### config.mk
export PLATFORM = sky130hd
export DESIGN_NAME = mem_stage_flat
export DESIGN_NICKNAME = d
export VERILOG_FILES = /design/src/rtl/mem_stage_if.sv /design/src/rtl/mem_stage.sv /design/src/flat_wrapper.sv
export SDC_FILE = /design/constraint.sdc
export NUM_CORES = 1
export LEC_CHECK = 0
export ABC_CLOCK_PERIOD_IN_PS = 3200
export BUFFER_PORTS_ARGS = -buffer_cell sky130_fd_sc_hd__buf_2
export CAP_MARGIN = 20
export CORE_MARGIN = 5
export CORE_UTILIZATION = 35
export CTS_BUF_LIST = sky130_fd_sc_hd__clkbuf_4 sky130_fd_sc_hd__clkbuf_8 sky130_fd_sc_hd__clkbuf_16
export DETAILED_ROUTE_END_ITERATION = 6
export MAX_ROUTING_LAYER = met4
export PLACE_DENSITY_LB_ADDON = 0.15
export SYNTH_ARGS = -nofsm -noshare
export SYNTH_HDL_FRONTEND = slang
export SYNTH_SLANG_ARGS = --single-unit
### constraint.sdc
create_clock -name clk -period 3.2 [get_ports clk]
set_input_delay 0.16 -clock clk [delete_from_list [all_inputs] [get_ports clk]]
set_output_delay 0.16 -clock clk [all_outputs]
set_load 0.01 [all_outputs]
### src/rtl/mem_stage_if.sv
// mem_stage_if: EX->MEM payload, data-SRAM response, MEM->WB payload and the
// forwarding/interlock view of the MEM stage, bundled into one interface.
interface mem_stage_if #(
  parameter int ECODE_W = 8
);
  // flush from the CSR unit
  logic               ex_en;
  // EX -> MEM
  logic               M_allowin;
  logic               EM_valid;
  logic [31:0]        em_pc;
  logic [31:0]        em_result;
  logic               em_gr_we;
  logic [4:0]         em_dest;
  logic               em_load;
  logic [2:0]         em_ld_type;
  logic               em_ex;
  logic [ECODE_W-1:0] em_ecode;
  // data-SRAM response
  logic               data_sram_data_ok;
  logic [31:0]        data_sram_rdata;
  // MEM -> WB
  logic               W_allowin;
  logic               MW_valid;
  logic [31:0]        mw_pc;
  logic [31:0]        mw_final_result;
  logic               mw_gr_we;
  logic [4:0]         mw_dest;
  logic [31:0]        mw_vaddr;
  logic               mw_ex;
  logic [ECODE_W-1:0] mw_ecode;
  // bypass / interlock towards ID
  logic               M_fwd_valid;
  logic [4:0]         M_fwd_dest;
  logic [31:0]        M_fwd_data;
  logic               M_load_stall;

  // the MEM stage itself
  modport slave (
    input  ex_en, EM_valid, em_pc, em_result, em_gr_we, em_dest, em_load,
           em_ld_type, em_ex, em_ecode, data_sram_data_ok, data_sram_rdata, W_allowin,
    output M_allowin, MW_valid, mw_pc, mw_final_result, mw_gr_we, mw_dest, mw_vaddr,
           mw_ex, mw_ecode, M_fwd_valid, M_fwd_dest, M_fwd_data, M_load_stall
  );

  // the surrounding pipeline (EX, SRAM bridge, WB, ID)
  modport master (
    output ex_en, EM_valid, em_pc, em_result, em_gr_we, em_dest, em_load,
           em_ld_type, em_ex, em_ecode, data_sram_data_ok, data_sram_rdata, W_allowin,
    input  M_allowin, MW_valid, mw_pc, mw_final_result, mw_gr_we, mw_dest, mw_vaddr,
           mw_ex, mw_ecode, M_fwd_valid, M_fwd_dest, M_fwd_data, M_load_stall
  );
endinterface

### src/rtl/mem_stage.sv
// mem_stage: MEM pipeline stage. Holds the EX payload, waits for the response
// of an already-issued load, aligns/extends the load data and hands the result
// to Writeback. Responses of loads killed by a flush are counted and dropped.
module mem_stage #(
  parameter int ECODE_W = 8,
  parameter int DISC_W  = 2
) (
  input  logic       clk,
  input  logic       rstn,
  mem_stage_if.slave bus
);
  localparam logic [2:0]      LD_B     = 3'd1;
  localparam logic [2:0]      LD_H     = 3'd2;
  localparam logic [2:0]      LD_BU    = 3'd3;
  localparam logic [2:0]      LD_HU    = 3'd4;
  localparam logic [DISC_W:0] DISC_MAX = {1'b0, {DISC_W{1'b1}}};
  localparam logic [DISC_W:0] DISC_ONE = {{DISC_W{1'b0}}, 1'b1};

  // stage state
  logic               m_valid_reg;
  logic [31:0]        pc_reg;
  logic [31:0]        result_reg;
  logic               gr_we_reg;
  logic [4:0]         dest_reg;
  logic               load_reg;
  logic [2:0]         ld_type_reg;
  logic               ex_reg;
  logic [ECODE_W-1:0] ecode_reg;
  logic [31:0]        rdata_buf_reg;
  logic               rdata_buf_v_reg;
  logic [DISC_W-1:0]  disc_cnt_reg;

  // combinational
  logic               resp_live;
  logic               resp_drop;
  logic               load_pending;
  logic               ready_go;
  logic               allowin;
  logic [31:0]        sel_data;
  logic [31:0]        shift_opt [4];
  logic [31:0]        aligned;
  logic [31:0]        load_data;
  logic [31:0]        final_result;
  logic               disc_inc_m;
  logic               disc_inc_e;
  logic [DISC_W:0]    disc_sum;
  logic [DISC_W-1:0]  disc_cnt_next;

  // a response belongs to the stage only when no flushed load is still owed one
  assign resp_live    = bus.data_sram_data_ok & (disc_cnt_reg == '0);
  assign resp_drop    = bus.data_sram_data_ok & (disc_cnt_reg != '0);
  assign load_pending = m_valid_reg & load_reg & ~ex_reg & ~rdata_buf_v_reg;
  assign ready_go     = ~load_pending | resp_live;
  assign allowin      = ~m_valid_reg | (ready_go & bus.W_allowin);

  // a buffered response takes precedence over whatever is on the bus now
  assign sel_data = rdata_buf_v_reg ? rdata_buf_reg : bus.data_sram_rdata;

  genvar gi;
  generate
    for (gi = 0; gi < 4; gi++) begin : g_shift
      assign shift_opt[gi] = sel_data >> (8 * gi);
    end
  endgenerate

  assign aligned = shift_opt[result_reg[1:0]];

  // sign/zero extension by load type; word loads pass through
  always_comb begin
    load_data = aligned;
    case (ld_type_reg)
      LD_B:    load_data = {{24{aligned[7]}}, aligned[7:0]};
      LD_H:    load_data = {{16{aligned[15]}}, aligned[15:0]};
      LD_BU:   load_data = {24'b0, aligned[7:0]};
      LD_HU:   load_data = {16'b0, aligned[15:0]};
      default: load_data = aligned;
    endcase
  end

  assign final_result = (load_reg & ~ex_reg) ? load_data : result_reg;

  // outstanding responses that a flush orphans: the waiting load in MEM and a
  // load EX issued in the same cycle
  assign disc_inc_m = bus.ex_en & load_pending & ~resp_live;
  assign disc_inc_e = bus.ex_en & bus.EM_valid & bus.em_load;

  // sum all increments and the decrement, then saturate
  always_comb begin
    disc_sum = {1'b0, disc_cnt_reg};
    if (resp_drop)  disc_sum = disc_sum - DISC_ONE;
    if (disc_inc_m) disc_sum = disc_sum + DISC_ONE;
    if (disc_inc_e) disc_sum = disc_sum + DISC_ONE;
    disc_cnt_next = (disc_sum > DISC_MAX) ? DISC_MAX[DISC_W-1:0] : disc_sum[DISC_W-1:0];
  end

  // stage valid and payload capture; a flush wins over capture
  always_ff @(posedge clk or negedge rstn) begin
    if (!rstn) begin
      m_valid_reg <= 1'b0;
      pc_reg      <= '0;
      result_reg  <= '0;
      gr_we_reg   <= 1'b0;
      dest_reg    <= '0;
      load_reg    <= 1'b0;
      ld_type_reg <= '0;
      ex_reg      <= 1'b0;
      ecode_reg   <= '0;
    end else if (bus.ex_en) begin
      m_valid_reg <= 1'b0;
    end else if (allowin) begin
      m_valid_reg <= bus.EM_valid;
      if (bus.EM_valid) begin
        pc_reg      <= bus.em_pc;
        result_reg  <= bus.em_result;
        gr_we_reg   <= bus.em_gr_we;
        dest_reg    <= bus.em_dest;
        load_reg    <= bus.em_load;
        ld_type_reg <= bus.em_ld_type;
        ex_reg      <= bus.em_ex;
        ecode_reg   <= bus.em_ecode;
      end
    end
  end

  // hold a live response while Writeback is stalled; drop it when the stage moves
  always_ff @(posedge clk or negedge rstn) begin
    if (!rstn) begin
      rdata_buf_reg   <= '0;
      rdata_buf_v_reg <= 1'b0;
    end else if (bus.ex_en || allowin) begin
      rdata_buf_v_reg <= 1'b0;
    end else if (load_pending && resp_live) begin
      rdata_buf_reg   <= bus.data_sram_rdata;
      rdata_buf_v_reg <= 1'b1;
    end
  end

  // count of responses still owed to flushed loads
  always_ff @(posedge clk or negedge rstn) begin
    if (!rstn) disc_cnt_reg <= '0;
    else       disc_cnt_reg <= disc_cnt_next;
  end

  assign bus.M_allowin       = allowin;
  assign bus.MW_valid        = m_valid_reg & ready_go;
  assign bus.mw_pc           = pc_reg;
  assign bus.mw_final_result = final_result;
  assign bus.mw_gr_we        = gr_we_reg & ~ex_reg;
  assign bus.mw_dest         = dest_reg;
  assign bus.mw_vaddr        = result_reg;
  assign bus.mw_ex           = ex_reg;
  assign bus.mw_ecode        = ecode_reg;
  assign bus.M_fwd_valid     = m_valid_reg & ready_go & gr_we_reg & ~ex_reg;
  assign bus.M_fwd_dest      = dest_reg;
  assign bus.M_fwd_data      = final_result;
  assign bus.M_load_stall    = load_pending & ~resp_live;
endmodule
### src/flat_wrapper.sv
// flat-port wrapper written by rule: the top's interface ports become plain ports
module mem_stage_flat 
#(
  parameter int ECODE_W = 8,
  parameter int DISC_W  = 2
)
  (clk, rstn, bus_ex_en, bus_EM_valid, bus_em_pc, bus_em_result, bus_em_gr_we, bus_em_dest, bus_em_load, bus_em_ld_type, bus_em_ex, bus_em_ecode, bus_data_sram_data_ok, bus_data_sram_rdata, bus_W_allowin, bus_M_allowin, bus_MW_valid, bus_mw_pc, bus_mw_final_result, bus_mw_gr_we, bus_mw_dest, bus_mw_vaddr, bus_mw_ex, bus_mw_ecode, bus_M_fwd_valid, bus_M_fwd_dest, bus_M_fwd_data, bus_M_load_stall);
  mem_stage_if #(.ECODE_W(ECODE_W)) bus_i ();
  input  logic clk;
  input  logic rstn;
  input wire logic [$bits(bus_i.ex_en)-1:0] bus_ex_en;
  input wire logic [$bits(bus_i.EM_valid)-1:0] bus_EM_valid;
  input wire logic [$bits(bus_i.em_pc)-1:0] bus_em_pc;
  input wire logic [$bits(bus_i.em_result)-1:0] bus_em_result;
  input wire logic [$bits(bus_i.em_gr_we)-1:0] bus_em_gr_we;
  input wire logic [$bits(bus_i.em_dest)-1:0] bus_em_dest;
  input wire logic [$bits(bus_i.em_load)-1:0] bus_em_load;
  input wire logic [$bits(bus_i.em_ld_type)-1:0] bus_em_ld_type;
  input wire logic [$bits(bus_i.em_ex)-1:0] bus_em_ex;
  input wire logic [$bits(bus_i.em_ecode)-1:0] bus_em_ecode;
  input wire logic [$bits(bus_i.data_sram_data_ok)-1:0] bus_data_sram_data_ok;
  input wire logic [$bits(bus_i.data_sram_rdata)-1:0] bus_data_sram_rdata;
  input wire logic [$bits(bus_i.W_allowin)-1:0] bus_W_allowin;
  output wire logic [$bits(bus_i.M_allowin)-1:0] bus_M_allowin;
  output wire logic [$bits(bus_i.MW_valid)-1:0] bus_MW_valid;
  output wire logic [$bits(bus_i.mw_pc)-1:0] bus_mw_pc;
  output wire logic [$bits(bus_i.mw_final_result)-1:0] bus_mw_final_result;
  output wire logic [$bits(bus_i.mw_gr_we)-1:0] bus_mw_gr_we;
  output wire logic [$bits(bus_i.mw_dest)-1:0] bus_mw_dest;
  output wire logic [$bits(bus_i.mw_vaddr)-1:0] bus_mw_vaddr;
  output wire logic [$bits(bus_i.mw_ex)-1:0] bus_mw_ex;
  output wire logic [$bits(bus_i.mw_ecode)-1:0] bus_mw_ecode;
  output wire logic [$bits(bus_i.M_fwd_valid)-1:0] bus_M_fwd_valid;
  output wire logic [$bits(bus_i.M_fwd_dest)-1:0] bus_M_fwd_dest;
  output wire logic [$bits(bus_i.M_fwd_data)-1:0] bus_M_fwd_data;
  output wire logic [$bits(bus_i.M_load_stall)-1:0] bus_M_load_stall;
  assign bus_i.ex_en = bus_ex_en;
  assign bus_i.EM_valid = bus_EM_valid;
  assign bus_i.em_pc = bus_em_pc;
  assign bus_i.em_result = bus_em_result;
  assign bus_i.em_gr_we = bus_em_gr_we;
  assign bus_i.em_dest = bus_em_dest;
  assign bus_i.em_load = bus_em_load;
  assign bus_i.em_ld_type = bus_em_ld_type;
  assign bus_i.em_ex = bus_em_ex;
  assign bus_i.em_ecode = bus_em_ecode;
  assign bus_i.data_sram_data_ok = bus_data_sram_data_ok;
  assign bus_i.data_sram_rdata = bus_data_sram_rdata;
  assign bus_i.W_allowin = bus_W_allowin;
  assign bus_M_allowin = bus_i.M_allowin;
  assign bus_MW_valid = bus_i.MW_valid;
  assign bus_mw_pc = bus_i.mw_pc;
  assign bus_mw_final_result = bus_i.mw_final_result;
  assign bus_mw_gr_we = bus_i.mw_gr_we;
  assign bus_mw_dest = bus_i.mw_dest;
  assign bus_mw_vaddr = bus_i.mw_vaddr;
  assign bus_mw_ex = bus_i.mw_ex;
  assign bus_mw_ecode = bus_i.mw_ecode;
  assign bus_M_fwd_valid = bus_i.M_fwd_valid;
  assign bus_M_fwd_dest = bus_i.M_fwd_dest;
  assign bus_M_fwd_data = bus_i.M_fwd_data;
  assign bus_M_load_stall = bus_i.M_load_stall;
  mem_stage #(.ECODE_W(ECODE_W), .DISC_W(DISC_W)) u_core (.clk(clk), .rstn(rstn), .bus(bus_i));
endmodule
**After elaboration in Yosys (flattened, before gate mapping)**

Index checks and enable logic that the tools add are counted.

- Flip-flop bits (word level): 119
- Input port bits: 121
- Output and inout bits: 152
- Word-level logic and storage cells: 69

- Add/sub/neg operators: 3
- Order comparisons: 2
- Eq/ne operators: 4
- Mux-type cells: 14
- Bitwise operators: 26
- Reduce and logical (&&, ||, !) cells: 8

Operators with widths:

| operator | number |
|---|---|
| $mux 32 | 4 |
| $pmux 32 s4 | 1 |
| $bmux 32 s2 | 1 |
| $and 1x1->1 | 16 |
| $mux 3 | 3 |
| $not 1->1 | 7 |
| $add 3x1->3 const B | 2 |
| $eq 3x2->1 const B | 2 |
| $reduce_bool 2->1 | 3 |
| $mux 1 | 4 |
| $eq 3x1->1 const B | 1 |
| $eq 3x3->1 const B | 1 |
| $ge 3x3->1 const B | 1 |
| $gt 3x2->1 const B | 1 |
| $not 2->3 | 1 |
| $reduce_and 3->1 | 1 |
| $sub 2x1->3 const B | 1 |
| $logic_not 2->1 | 1 |
| $mux 2 | 1 |
| $or 1x1->1 | 2 |
| $reduce_and 2->1 | 1 |
| $logic_and 1x1->1 | 1 |
| $logic_or 1x1->1 | 1 |

**Depth between registers and ports, before layout**

- Word-level depth: 10
- Mapped depth: 13
- Gate-level depth less buffers: 13

**Worst setup path after synthesis**

No wires, ideal clock.

- Path type: reg-to-reg
- Start: register u_core.disc_cnt_reg[0]
- End: register u_core.disc_cnt_reg[1]
- Setup time: 0.090 ns
- Data arrival time: 2.347 ns
- Data required time: 3.110 ns
- Slack: 0.764 ns
- Cell stages (with the launch flop): 14
- Clock period less this slack: 2.436 ns
- Path through: dfrtp_1 inv_1 ha_1 nor2b_1 xnor2_1 inv_1 ha_1 mux2i_1 inv_1 ha_1 nand3_1 and2_1 a311o_1 o2111ai_1

- Word-level cells in the longest chain between the ends: 9
- Elaborated cells on any way between the ends: 14
- Classes of those cells: 3 x add/sub; 1 x order compare; 4 x mux; 4 x bitwise; 2 x reduce/logical

RTL lines:

| item | RTL line | RTL |
|---|---|---|
| start, declared | mem_stage.sv:31 | `logic [DISC_W-1:0] disc_cnt_reg;` |
| start signal, assigned | mem_stage.sv:141 | `else disc_cnt_reg <= disc_cnt_next;` |
| parallel branches: the longest is 4 deep, another holds $sub 2x1->3 | - |  |
| $mux 3 * | mem_stage.sv:91 | `if (disc_inc_m) disc_sum = disc_sum + DISC_ONE;` |
| $add 3x1->3 | mem_stage.sv:92 | `if (disc_inc_e) disc_sum = disc_sum + DISC_ONE;` |
| $mux 3 * | mem_stage.sv:92 |  |
| $gt 3x2->1 | mem_stage.sv:93 | `disc_cnt_next = (disc_sum > DISC_MAX) ? DISC_MAX[DISC_W-1:0] : disc_sum[DISC_W-1:0];` |
| $mux 2 * | mem_stage.sv:93 |  |
| net u_core.disc_cnt_next[1] | mem_stage.sv:47 | `logic [DISC_W-1:0] disc_cnt_next;` |

Mark *: on every way through the listed nets, which the timed path passes.
A chain may end at the register's enable or synchronous reset.

**Worst setup path after layout**

- Start: register u_core.rdata_buf_v_reg
- End: output port bus_mw_final_result[18]

- Word-level cells in the longest chain between the ends: 6

RTL lines:

| item | RTL line | RTL |
|---|---|---|
| start, declared | mem_stage.sv:30 | `logic rdata_buf_v_reg;` |
| start signal, assigned | mem_stage.sv:129 | `rdata_buf_v_reg <= 1'b0;` |
| start signal, assigned | mem_stage.sv:131 | `rdata_buf_v_reg <= 1'b0;` |
| start signal, assigned | mem_stage.sv:134 | `rdata_buf_v_reg <= 1'b1;` |
| $mux 32 | mem_stage.sv:57 | `assign sel_data = rdata_buf_v_reg ? rdata_buf_reg : bus.data_sram_rdata;` |
| $bmux 32 s2 | mem_stage.sv:66 | `assign aligned = shift_opt[result_reg[1:0]];` |
| $mux 32 (implied by the code) (2 in a row) | mem_stage.sv:66 |  |
| $pmux 32 s4 | mem_stage.sv:71 | `case (ld_type_reg)` |
| $mux 32 | mem_stage.sv:80 | `assign final_result = (load_reg & ~ex_reg) ? load_data : result_reg;` |
| end, declared | flat_wrapper.sv:27 | `output wire logic [$bits(bus_i.mw_final_result)-1:0] bus_mw_final_result;` |

No other way between the ends. The select of a mux whose other input is x is not followed.

==> impl_metrics.csv <==
group,metric,value,unit
floorplan,dieArea,22300,um2
clocking,cts-htree-levels,4,
floorplan,num_io_pins,273,
synth,ys_types,46,
clocking,post_cts_buffers,0,
synth,ys_seq_elements,119,
grt,grt_first_pass_wirelength,32500,um
worst_hold_path,hp-class,"in -> reg",
layout,num-fill-cells,1749,
timing,report.final.slew_viol_count,0,
critical_path,cp_slowest_cell,"dfrtp_2",
layout,multi_input_area,3250,um2
critical_path,path_class,"reg -> out",
grt,overflow,0,
grt,grt_use_met3,4.75,%
timing,hold_ws,0.0141,ns
placement,placed_cells,1000,
detailed_routing,dr.pass1.iters,4,
detailed_routing,final_antenna_net_count,0,
grt,use_met2,32.0,%
timing,period_needed,2.93,ns
synth,ys_seq_area_share,43.8,%
floorplan,core,19300,um2
placement,place.gp.congestion,0.819,
power_and_ir_drop,ir_drop,0.000328,V
grt,globalRouteTotalUtil,19.5,%
synth,async_reset_ff_share,100,%
layout,regArea,2980,um2
grt,antenna_found_initial,4,
detailed_routing,drt-initial-drc-count,209,
grt,grt_start_max_net_pins,77,
timing,worstMarginPinSlew,0.678,ns
layout,final_layout_size_suffix_gt1_share,52.9,%
layout,layout.nets,981,
floorplan,die_y,149,um
floorplan,start_util,35.3,%
grt,gr-usage-met1,23.7,%
power_and_ir_drop,p_per_area,607,nW/um2
grt,busiest_layer,"met2",
flow_run,cap_violations,0,
timing,grt_setup_unrepaired,"no",
synth,synth_top_flop_cell,"dfrtp_1",
timing,slew-limit-headroom,54.8,%
synth,post_synth_main_area_contributors,"dfrtp_1 44%, mux2_4 22%, mux4_2 4.6%, buf_4 4.4%, mux2i_1 3.8%",
detailed_routing,drc,0,
synth,syn_area,6800,um2
timing,fin_setup_tns,0,ns
clocking,clock_sinks,119,
clocking,cts_tree,"done",
detailed_routing,wl_per_cell,18.6,um
critical_path,end_kind,"primary output",
synth,synth_area_leader_cell,"dfrtp_1",
outcome,status,"complete, no violations",
timing,fin_crit_sh,91.5,%
critical_path,cp.required,3.04,ns
critical_path,arrival,2.77,ns
timing,clock_skew,0.0103,ns
power_and_ir_drop,leakagePower,0.00475,uW
timing,hold_viol_final,0,
synth,synth_edf_count,0,
timing,setup_viol,0,
clocking,worstSkewPairLatency,0.42,ns
placement,hpwlAfterDp,15800,um
synth,yosysWarnings,0,
critical_path,cp_max_fo,27,
synth,synth_cells,516,
critical_path,crit_chain,"buf_4, mux2i_1, mux2i_1, nand2_1, a31oi_1, buf_2",
clocking,clk_path_buf_depth,2,
clocking,clk_pin_slew_worst_paths,0.05,ns
critical_path,slowest_delay,0.53,ns
critical_path,worst_path_most_repeated_cell,"mux2i_1",
layout,fin_area,9720,um2
floorplan,fp-row-count,51,
clocking,cts_root_buf,"clkbuf_16",
synth,syn_nets,641,
layout,area_growth,42.9,%
grt,grt_pass1_vias,5833,
critical_path,cp-start-kind,"register",
detailed_routing,viasPerCell,4.73,
synth,synth_top_area_share,43.8,%
layout,fin_cells,1138,
placement,place_area,8070,um2
detailed_routing,drt_wl_total,21200,um
placement,io_buffers,272,
timing,fmax,0.342,GHz
detailed_routing,vias,5379,
floorplan,die_w,149,um
synth,avgSynthCellArea,13.2,um2
clocking,cts_made_buffers,17,
-- what timing repair did --
action,in CTS,in global routing
setup endpoints to repair,2,2
hold endpoints to repair,173,0
resized for setup,1,1
hold buffers,101,0
-- cell usage after synthesis (7+ instances only) --
library cell  number
buf_12             7
nand2b_1          11
buf_4             40
nand2_1           36
mux2_2            19
nor2_1            32
a21oi_1           10
a31oi_1           22
o2bb2ai_1          8
mux2_4            99
mux4_2            14
buf_2              7
mux2i_1           26
dfrtp_1          119
-- through the flow --
stage | util, % | setup slack (ns) | total power (uW)
3_5_place_dp | 41.9 | 0.424 | 3910
6_report | 50.4 | 0.272 | 5900
5_1_grt | 50.4 | 0.0714 | 6230
3_3_place_gp | 41.9 | 0.604 | 3870
2_1_floorplan | - | 0.764 | 3280
4_1_cts | 50.2 | 0.181 | 5970
-- routing by layer --
metal	vias to the layer above	wire, um
li1	2505	-
met1	2640	8950
met2	205	10400
met3	29	1350
met5	-	0
met4	0	456
-- worst max-delay path: cells and delay by family (launching register included) --
kind	cells	cell delay (ns)
and+or+nand+nor	1	0.15
AOI/OAI and AO/OA	1	0.34
muxes	2	0.64
DFF	1	0.53
buffers and inverters	2	0.68
-- layout by cell type, fill, tap and decap left out, types with 5 or more instances in the layout --
cell           instances
a31oi_1               22
dfrtp_1              118
buf_4                 13
o2bb2ai_1              8
a21oi_1               10
inv_6                  6
nor2_1                32
o21ai_0                6
mux2_2                19
clkbuf_16             17
nand2_1               36
buf_2                271
nand2b_1              11
nand3_1                5
mux4_2                14
inv_1                  6
mux2i_1               26
mux2_4                99
dlygate4sd3_1        101
-- final cells by class --
class                      count  share of cell area (%)
clock buffer                  17                    4.38
tap                          265                    3.41
inverter                       7                   0.270
multi-input combinational    323                    33.5
clock inverter                15                    1.69
timing repair buffer         388                    26.1
antenna                        4                   0.103
sequential                   119                    30.6
-- path summary, 6_finish.rpt --
check                                   startpoint                       end  slack (ns)  cells past startpoint
max                         u_core.rdata_buf_v_reg   bus_mw_final_result[18]        0.27                      6
min                        bus_data_sram_rdata[17]  u_core.rdata_buf_reg[17]        0.01                      2
max reg2reg                 u_core.disc_cnt_reg[0]    u_core.disc_cnt_reg[1]        0.44                     13
min reg2reg                u_core.rdata_buf_reg[0]   u_core.rdata_buf_reg[0]        0.50                      1
max in group asynchronous                     rstn  u_core.rdata_buf_reg[16]        2.13                      4
min in group asynchronous                     rstn  u_core.bus.M_fwd_dest[0]        0.18                      2
-- power by group --
group / total [uW] / switching [uW] / internal (uW)
logic: 2020 / 1020 / 1000
clock network: 1920 / 764 / 1160
registers: 1950 / 190 / 1760
-- kinds of logic (layout without fill, tap and decap cells) --
family / Yosys count / in the layout / share of synthesized area [%]
simple gates: 99 / 99 / 6.77
flops: 119 / 119 / 43.8
other cells: 0 / 4 / 0
fa+ha+maj: 4 / 4 / 0.736
xor+xnor: 3 / 3 / 0.588
buf+inv: 74 / 427 / 8.70
compound gates: 59 / 59 / 6.00
mux: 158 / 158 / 33.4
No activity file was read; power rests on OpenSTA's default activity.
